===== src/rtl/logic_unit_arbiter_if.sv =====
// Request/response bundle for logic_unit_arbiter.
// resp_zero exists only when LOGIC_ARB_ZERO_FLAG_EN is defined.
interface logic_unit_arbiter_if #(
  parameter int NUM_REQ = 4,
  parameter int WIDTH   = 64,
  parameter int ID_W    = 2
);
  logic [NUM_REQ-1:0]            req_valid;
  logic [NUM_REQ-1:0]            req_ready;
  logic [NUM_REQ-1:0][WIDTH-1:0] req_a;
  logic [NUM_REQ-1:0][WIDTH-1:0] req_b;
  logic [NUM_REQ-1:0][1:0]       req_op;
  logic                          resp_valid;
  logic                          resp_ready;
  logic [WIDTH-1:0]              resp_data;
  logic [ID_W-1:0]               resp_id;
`ifdef LOGIC_ARB_ZERO_FLAG_EN
  logic                          resp_zero;

  modport master (
    output req_valid, req_a, req_b, req_op, resp_ready,
    input  req_ready, resp_valid, resp_data, resp_id, resp_zero
  );
  modport slave (
    input  req_valid, req_a, req_b, req_op, resp_ready,
    output req_ready, resp_valid, resp_data, resp_id, resp_zero
  );
`else
  modport master (
    output req_valid, req_a, req_b, req_op, resp_ready,
    input  req_ready, resp_valid, resp_data, resp_id
  );
  modport slave (
    input  req_valid, req_a, req_b, req_op, resp_ready,
    output req_ready, resp_valid, resp_data, resp_id
  );
`endif
endinterface


===== src/rtl/logic_unit_arbiter.sv =====
// Round-robin share of one bitwise logic unit (AND/OR/XOR/NAND) among NUM_REQ requesters.
// Optional zero flag on the response: define LOGIC_ARB_ZERO_FLAG_EN.

module logic_unit_arbiter_lu #(
  parameter int WIDTH = 64
) (
  input  logic [WIDTH-1:0] a,
  input  logic [WIDTH-1:0] b,
  input  logic [1:0]       op,
  output logic [WIDTH-1:0] y
);
  always_comb begin
    unique case (op)
      2'b00:   y = a & b;
      2'b01:   y = a | b;
      2'b10:   y = a ^ b;
      default: y = ~(a & b);
    endcase
  end
endmodule

module logic_unit_arbiter #(
  parameter int NUM_REQ = 4,
  parameter int WIDTH   = 64,
  parameter int ID_W    = 2
) (
  input logic                 clk,
  input logic                 rst_n,
  logic_unit_arbiter_if.slave bus
);
  typedef enum logic {IDLE, RESP} state_t;

  state_t           state;
  logic [ID_W-1:0]  last_grant;
  logic [ID_W-1:0]  grant;
  logic [ID_W-1:0]  idx;
  logic             grant_vld;
  logic [WIDTH-1:0] lu_y;

  // Rotating search starting just after the previous winner.
  always_comb begin
    grant     = '0;
    grant_vld = 1'b0;
    idx       = '0;
    for (int k = 1; k <= NUM_REQ; k++) begin
      idx = ID_W'((int'(last_grant) + k) % NUM_REQ);
      if (!grant_vld && bus.req_valid[idx]) begin
        grant     = idx;
        grant_vld = 1'b1;
      end
    end
  end

  // Held low during reset so no requester sees a phantom accept.
  always_comb begin
    bus.req_ready = '0;
    if (rst_n && state == IDLE && grant_vld) bus.req_ready[grant] = 1'b1;
  end

  logic_unit_arbiter_lu #(.WIDTH(WIDTH)) u_lu (
    .a  (bus.req_a[grant]),
    .b  (bus.req_b[grant]),
    .op (bus.req_op[grant]),
    .y  (lu_y)
  );

  always_ff @(posedge clk or negedge rst_n) begin
    if (!rst_n) begin
      state          <= IDLE;
      last_grant     <= ID_W'(NUM_REQ - 1);
      bus.resp_valid <= 1'b0;
      bus.resp_data  <= '0;
      bus.resp_id    <= '0;
`ifdef LOGIC_ARB_ZERO_FLAG_EN
      bus.resp_zero  <= 1'b0;
`endif
    end else begin
      unique case (state)
        IDLE: if (grant_vld) begin
          bus.resp_data  <= lu_y;
          bus.resp_id    <= grant;
          last_grant     <= grant;
          bus.resp_valid <= 1'b1;
`ifdef LOGIC_ARB_ZERO_FLAG_EN
          bus.resp_zero  <= (lu_y == '0);
`endif
          state          <= RESP;
        end
        RESP: if (bus.resp_ready) begin
          bus.resp_valid <= 1'b0;
          state          <= IDLE;
        end
        default: state <= IDLE;
      endcase
    end
  end
endmodule


===== src/flat_wrapper.sv =====
// flat-port wrapper written by rule: the top's interface ports become plain ports
module logic_unit_arbiter_flat 
#(
  parameter int NUM_REQ = 4,
  parameter int WIDTH   = 64,
  parameter int ID_W    = 2
)
  (clk, rst_n, bus_req_valid, bus_req_a, bus_req_b, bus_req_op, bus_resp_ready, bus_req_ready, bus_resp_valid, bus_resp_data, bus_resp_id);
  logic_unit_arbiter_if #(.NUM_REQ(NUM_REQ), .WIDTH(WIDTH), .ID_W(ID_W)) bus_i ();
  input logic clk;
  input logic rst_n;
  input wire logic [$bits(bus_i.req_valid)-1:0] bus_req_valid;
  input wire logic [$bits(bus_i.req_a)-1:0] bus_req_a;
  input wire logic [$bits(bus_i.req_b)-1:0] bus_req_b;
  input wire logic [$bits(bus_i.req_op)-1:0] bus_req_op;
  input wire logic [$bits(bus_i.resp_ready)-1:0] bus_resp_ready;
  output wire logic [$bits(bus_i.req_ready)-1:0] bus_req_ready;
  output wire logic [$bits(bus_i.resp_valid)-1:0] bus_resp_valid;
  output wire logic [$bits(bus_i.resp_data)-1:0] bus_resp_data;
  output wire logic [$bits(bus_i.resp_id)-1:0] bus_resp_id;
  assign bus_i.req_valid = bus_req_valid;
  assign bus_i.req_a = bus_req_a;
  assign bus_i.req_b = bus_req_b;
  assign bus_i.req_op = bus_req_op;
  assign bus_i.resp_ready = bus_resp_ready;
  assign bus_req_ready = bus_i.req_ready;
  assign bus_resp_valid = bus_i.resp_valid;
  assign bus_resp_data = bus_i.resp_data;
  assign bus_resp_id = bus_i.resp_id;
  logic_unit_arbiter #(.NUM_REQ(NUM_REQ), .WIDTH(WIDTH), .ID_W(ID_W)) u_core (.clk(clk), .rst_n(rst_n), .bus(bus_i));
endmodule

===== config.mk =====
export PLATFORM = sky130hd
export DESIGN_NAME = logic_unit_arbiter_flat
export DESIGN_NICKNAME = d
export VERILOG_FILES = /design/src/rtl/logic_unit_arbiter_if.sv /design/src/rtl/logic_unit_arbiter.sv /design/src/flat_wrapper.sv
export SDC_FILE = /design/constraint.sdc
export NUM_CORES = 1
export LEC_CHECK = 0
export CELL_PAD_IN_SITES_DETAIL_PLACEMENT = 1
export CELL_PAD_IN_SITES_GLOBAL_PLACEMENT = 2
export CORE_MARGIN = 8
export CORE_UTILIZATION = 20
export DETAILED_ROUTE_END_ITERATION = 12
export PLACE_DENSITY = 0.88
export SETUP_SLACK_MARGIN = 0.15
export SKIP_LAST_GASP = 1
export SLEW_MARGIN = 20
export SYNTH_ARGS = -nofsm -noshare
export SYNTH_HDL_FRONTEND = slang
export SYNTH_SLANG_ARGS = --single-unit

===== constraint.sdc =====
create_clock -name clk -period 4.8 [get_ports clk]
set_input_delay 0.48 -clock clk [delete_from_list [all_inputs] [get_ports clk]]
set_output_delay 0.48 -clock clk [all_outputs]
set_load 0.005 [all_outputs]

==> summary.txt <==
Setup path
  • CP Capture Type: register
  • Critical Path Max Stage Delay: 0.77 ns
  • Critical Path RT: 5.04 ns
  • Crit-path leading delay family: buffers and inverters
  • Arrival @ worst endpoint: 3.92 ns
  • Crit-path cells: clkdlybuf4s50_1 > nor2b_1 > o21bai_2 > nand2_8 > a211oi_4 > buf_4 > nor2_4 > buf_4 > a211oi_1 > o32a_1
  • Worst setup SP type: input pin
  • Crit Path Class: input pin to register
  • CP Buf/Inv Count: 3
  • CP max stage cell: buf_4
  • Critical Path Most Common Cell: buf_4
  • CP max FO: 85

Synth
  • Simple-gate area share of the yosys netlist: 0.391
  • Synth Flop Type: dfrtp_1
  • Mapped Cells: 1874
  • Mux share of post-synthesis cell area: 0.00656
  • Post-synthesis xor/xnor area fraction: 0
  • Area share of the largest cell type after synthesis: 0.192
  • Ys async rst share: 1.00
  • FF+latch count, synth: 70
  • Synth warn: 0
  • Post-synth EDFFs: 0
  • Synthesized Nets: 2529
  • Adder-cell share of the synthesized area: 0.135
  • Ranking of synthesized cells by area: nand2_1 19%, dfrtp_1 14%, ha_1 14%
  • Yosys top cell by area: nand2_1
  • Unique cell type count in the Yosys netlist: 53
  • Avg Cell Area, Syn: 6.31 um2
  • Sequential share of the synthesized area: 0.148
  • Largest family of logic cells by synthesized area: simple AND/OR/NAND/NOR gates
  • Synthesized area: 0.0118 mm2
  • Post-synthesis compound-gate area fraction: 0.204

Die
  • Die extent in y: 259 um
  • # rows: 89
  • Initial core utilization: 0.201
  • CORE AREA: 0.0588 mm2
  • IO Pins: 598
  • Die ar.: 0.0672 mm2
  • Chip width: 259 um

Placement
  • DP HPWL: 53600 um
  • I/O Buffers: 597
  • GPL Wtd Cong: 0.831

Global routing
  • Global route overflow: 0
  • Vias in the first global route: 17.3k
  • Initial antenna violation count: 0
  • Global-route wire length before repair: 104000 um
  • Overall Global Routing Usage: 0.198
  • Largest net degree at the start of global routing: 124

Clock network
  • Clock sink total: 70
  • Num CTS Buffers: 9
  • Maximum root-to-sink buffer count: 2
  • Clk_lat worst skew: 0.37 ns
  • Root buf cell: clkbuf_16
  • Setup bufs post-CTS: 0
  • CTS tree: done
  • H-tree levels: 3
  • Post_cts resized: 0
  • Clock transition at path regs: 0.07 ns
  • # hold bufs at CTS: 0

Routing
  • DRT Wirelength: 69800 um
  • Detailed Route Iter0 Violations: 719
  • DR vias/cell: 4.90
  • Via count: 15.4k
  • DRT Pass-1 Iters: 5
  • Drt drc: 0
  • Routed Antenna Nets: 0
  • Post-DR wirelength/cell: 22.2 um

Final layout
  • Final #Nets: 3021
  • Share of layout cells above drive strength 1: 0.0329
  • Area Growth Syn to Fin: 59.4%
  • Most frequent cells in the layout: 605 x nand2_1, 596 x clkdlybuf4s50_1, 276 x nand3_1
  • Commonest non-fill, non-tap cell in the layout: nand2_1
  • Fill cells: 7324
  • Antenna fix cells: 0

STA
  • Min Tclk post-route: 3.68 ns
  • RSZ-0062 raised after global routing: false
  • Clock Skew: 0.00905 ns
  • Worst Max-Slew Pin Slew: 1.01 ns
  • Fin. Hold Viols: 0
  • Max-slew headroom: 0.328
  • Final period util: 0.766
  • Final-report setup violation count: 0
  • Setup TNS Final: 0 ns
  • Max Slew Vio Count: 0
  • Max Fclk: 272 MHz

Hold path
  • HP Class: input pin to asynchronous set/reset pin

Power
  • Max IR drop VDD: 222 uV
  • Static leakage: 8.18 nW
  • Total power: 8.16 mW
  • Power Dens Cells: 433 mW/mm2

Job
  • MaxCap Viol Count: 0

Outcome
  • Status: complete, no violations
==> layout make-up <==
| cell class | instances | area [um2] | area share |
|---|---|---|---|
| Multi-Input combinational cell | 1476 | 8780 | 0.465 |
| Timing Repair Buffer | 631 | 6370 | 0.338 |
| Sequential cell | 70 | 1750 | 0.0930 |
| Tap cell | 773 | 967 | 0.0513 |
| Inverter | 178 | 668 | 0.0354 |
| Clock buffer | 11 | 243 | 0.0129 |
| Clock inverter | 5 | 82.6 | 0.00438 |
==> metrics by stage <==
step | hold slack (ns) | utilization | instance area (um2) | setup slack, ns | instances
6_report | 0.104 | 0.321 | 18900 | 1.12 | 3144
5_1_grt | 0.126 | 0.321 | 18900 | 0.923 | 3144
4_1_cts | 0.103 | 0.321 | 18900 | 1.10 | 3144
3_5_place_dp | 0.481 | 0.315 | 18500 | 0.700 | 3128
2_1_floorplan | 0.184 | - | 11800 | 1.46 | 1874
3_3_place_gp | 0.473 | 0.315 | 18500 | 0.803 | 3128
==> synth_stat cells (all sizes together), types with 26 or more instances <==
master / instances
buf: 44
nand3: 277
dfrtp: 68
nand2: 608
o211ai: 50
nor2: 37
a21oi: 26
ha: 128
and2: 66
a211oi: 49
inv: 178
clkbuf: 106
o21ai: 48
nand4: 36
==> layer usage <==
metal,global-route usage,share of wire
met5,0,0
met4,0.0646,0.028
met3,0.0450,0.063
met2,0.370,0.51
met1,0.218,0.40
==> worst register-to-register path: cells and delay by family (launching register included) <==
family	cells	cell delay [ns]
flops	1	0.64
buf+inv	2	1.08
compound gates	4	1.05
mux	1	0.13
simple gates	2	0.59
==> power breakdown <==
group | total [mW] | switching, mW | internal [mW]
sequential | 1.06 | 0.197 | 0.866
clock | 0.801 | 0.329 | 0.472
combinational | 6.30 | 3.69 | 2.61
==> worst paths after layout <==
path / from / end / slack [ns] / cells past startpoint
max in group asynchronous: rst_n / u_core.bus.resp_data[18] / 3.54 / 2
max: bus_req_valid[1] / u_core.bus.resp_data[3] / 1.12 / 10
min in group clk: u_core.bus.resp_id[0] / u_core.bus.resp_id[0] / 0.49 / 2
min: rst_n / u_core.bus.resp_data[30] / 0.10 / 1
max reg2reg: u_core.last_grant[1] / u_core.bus.resp_data[3] / 1.20 / 9
min reg2reg: u_core.bus.resp_id[0] / u_core.bus.resp_id[0] / 0.49 / 2
==> cell families after synthesis <==
kind of cell | after synthesis
DFF | 70
AOI/OAI and AO/OA | 298
muxes | 4
and+or+nand+nor | 1046
adders and majority gates | 128
buffers and inverters | 328
==> flip-flops by register name, summed over array words and instances, names as in the netlist <==
register,cells
u_core.state,1
u_core.bus.resp_id,2
u_core.bus.resp_valid,1
u_core.bus.resp_data,64
u_core.last_grant,2
(Power assumes the default switching activity.)
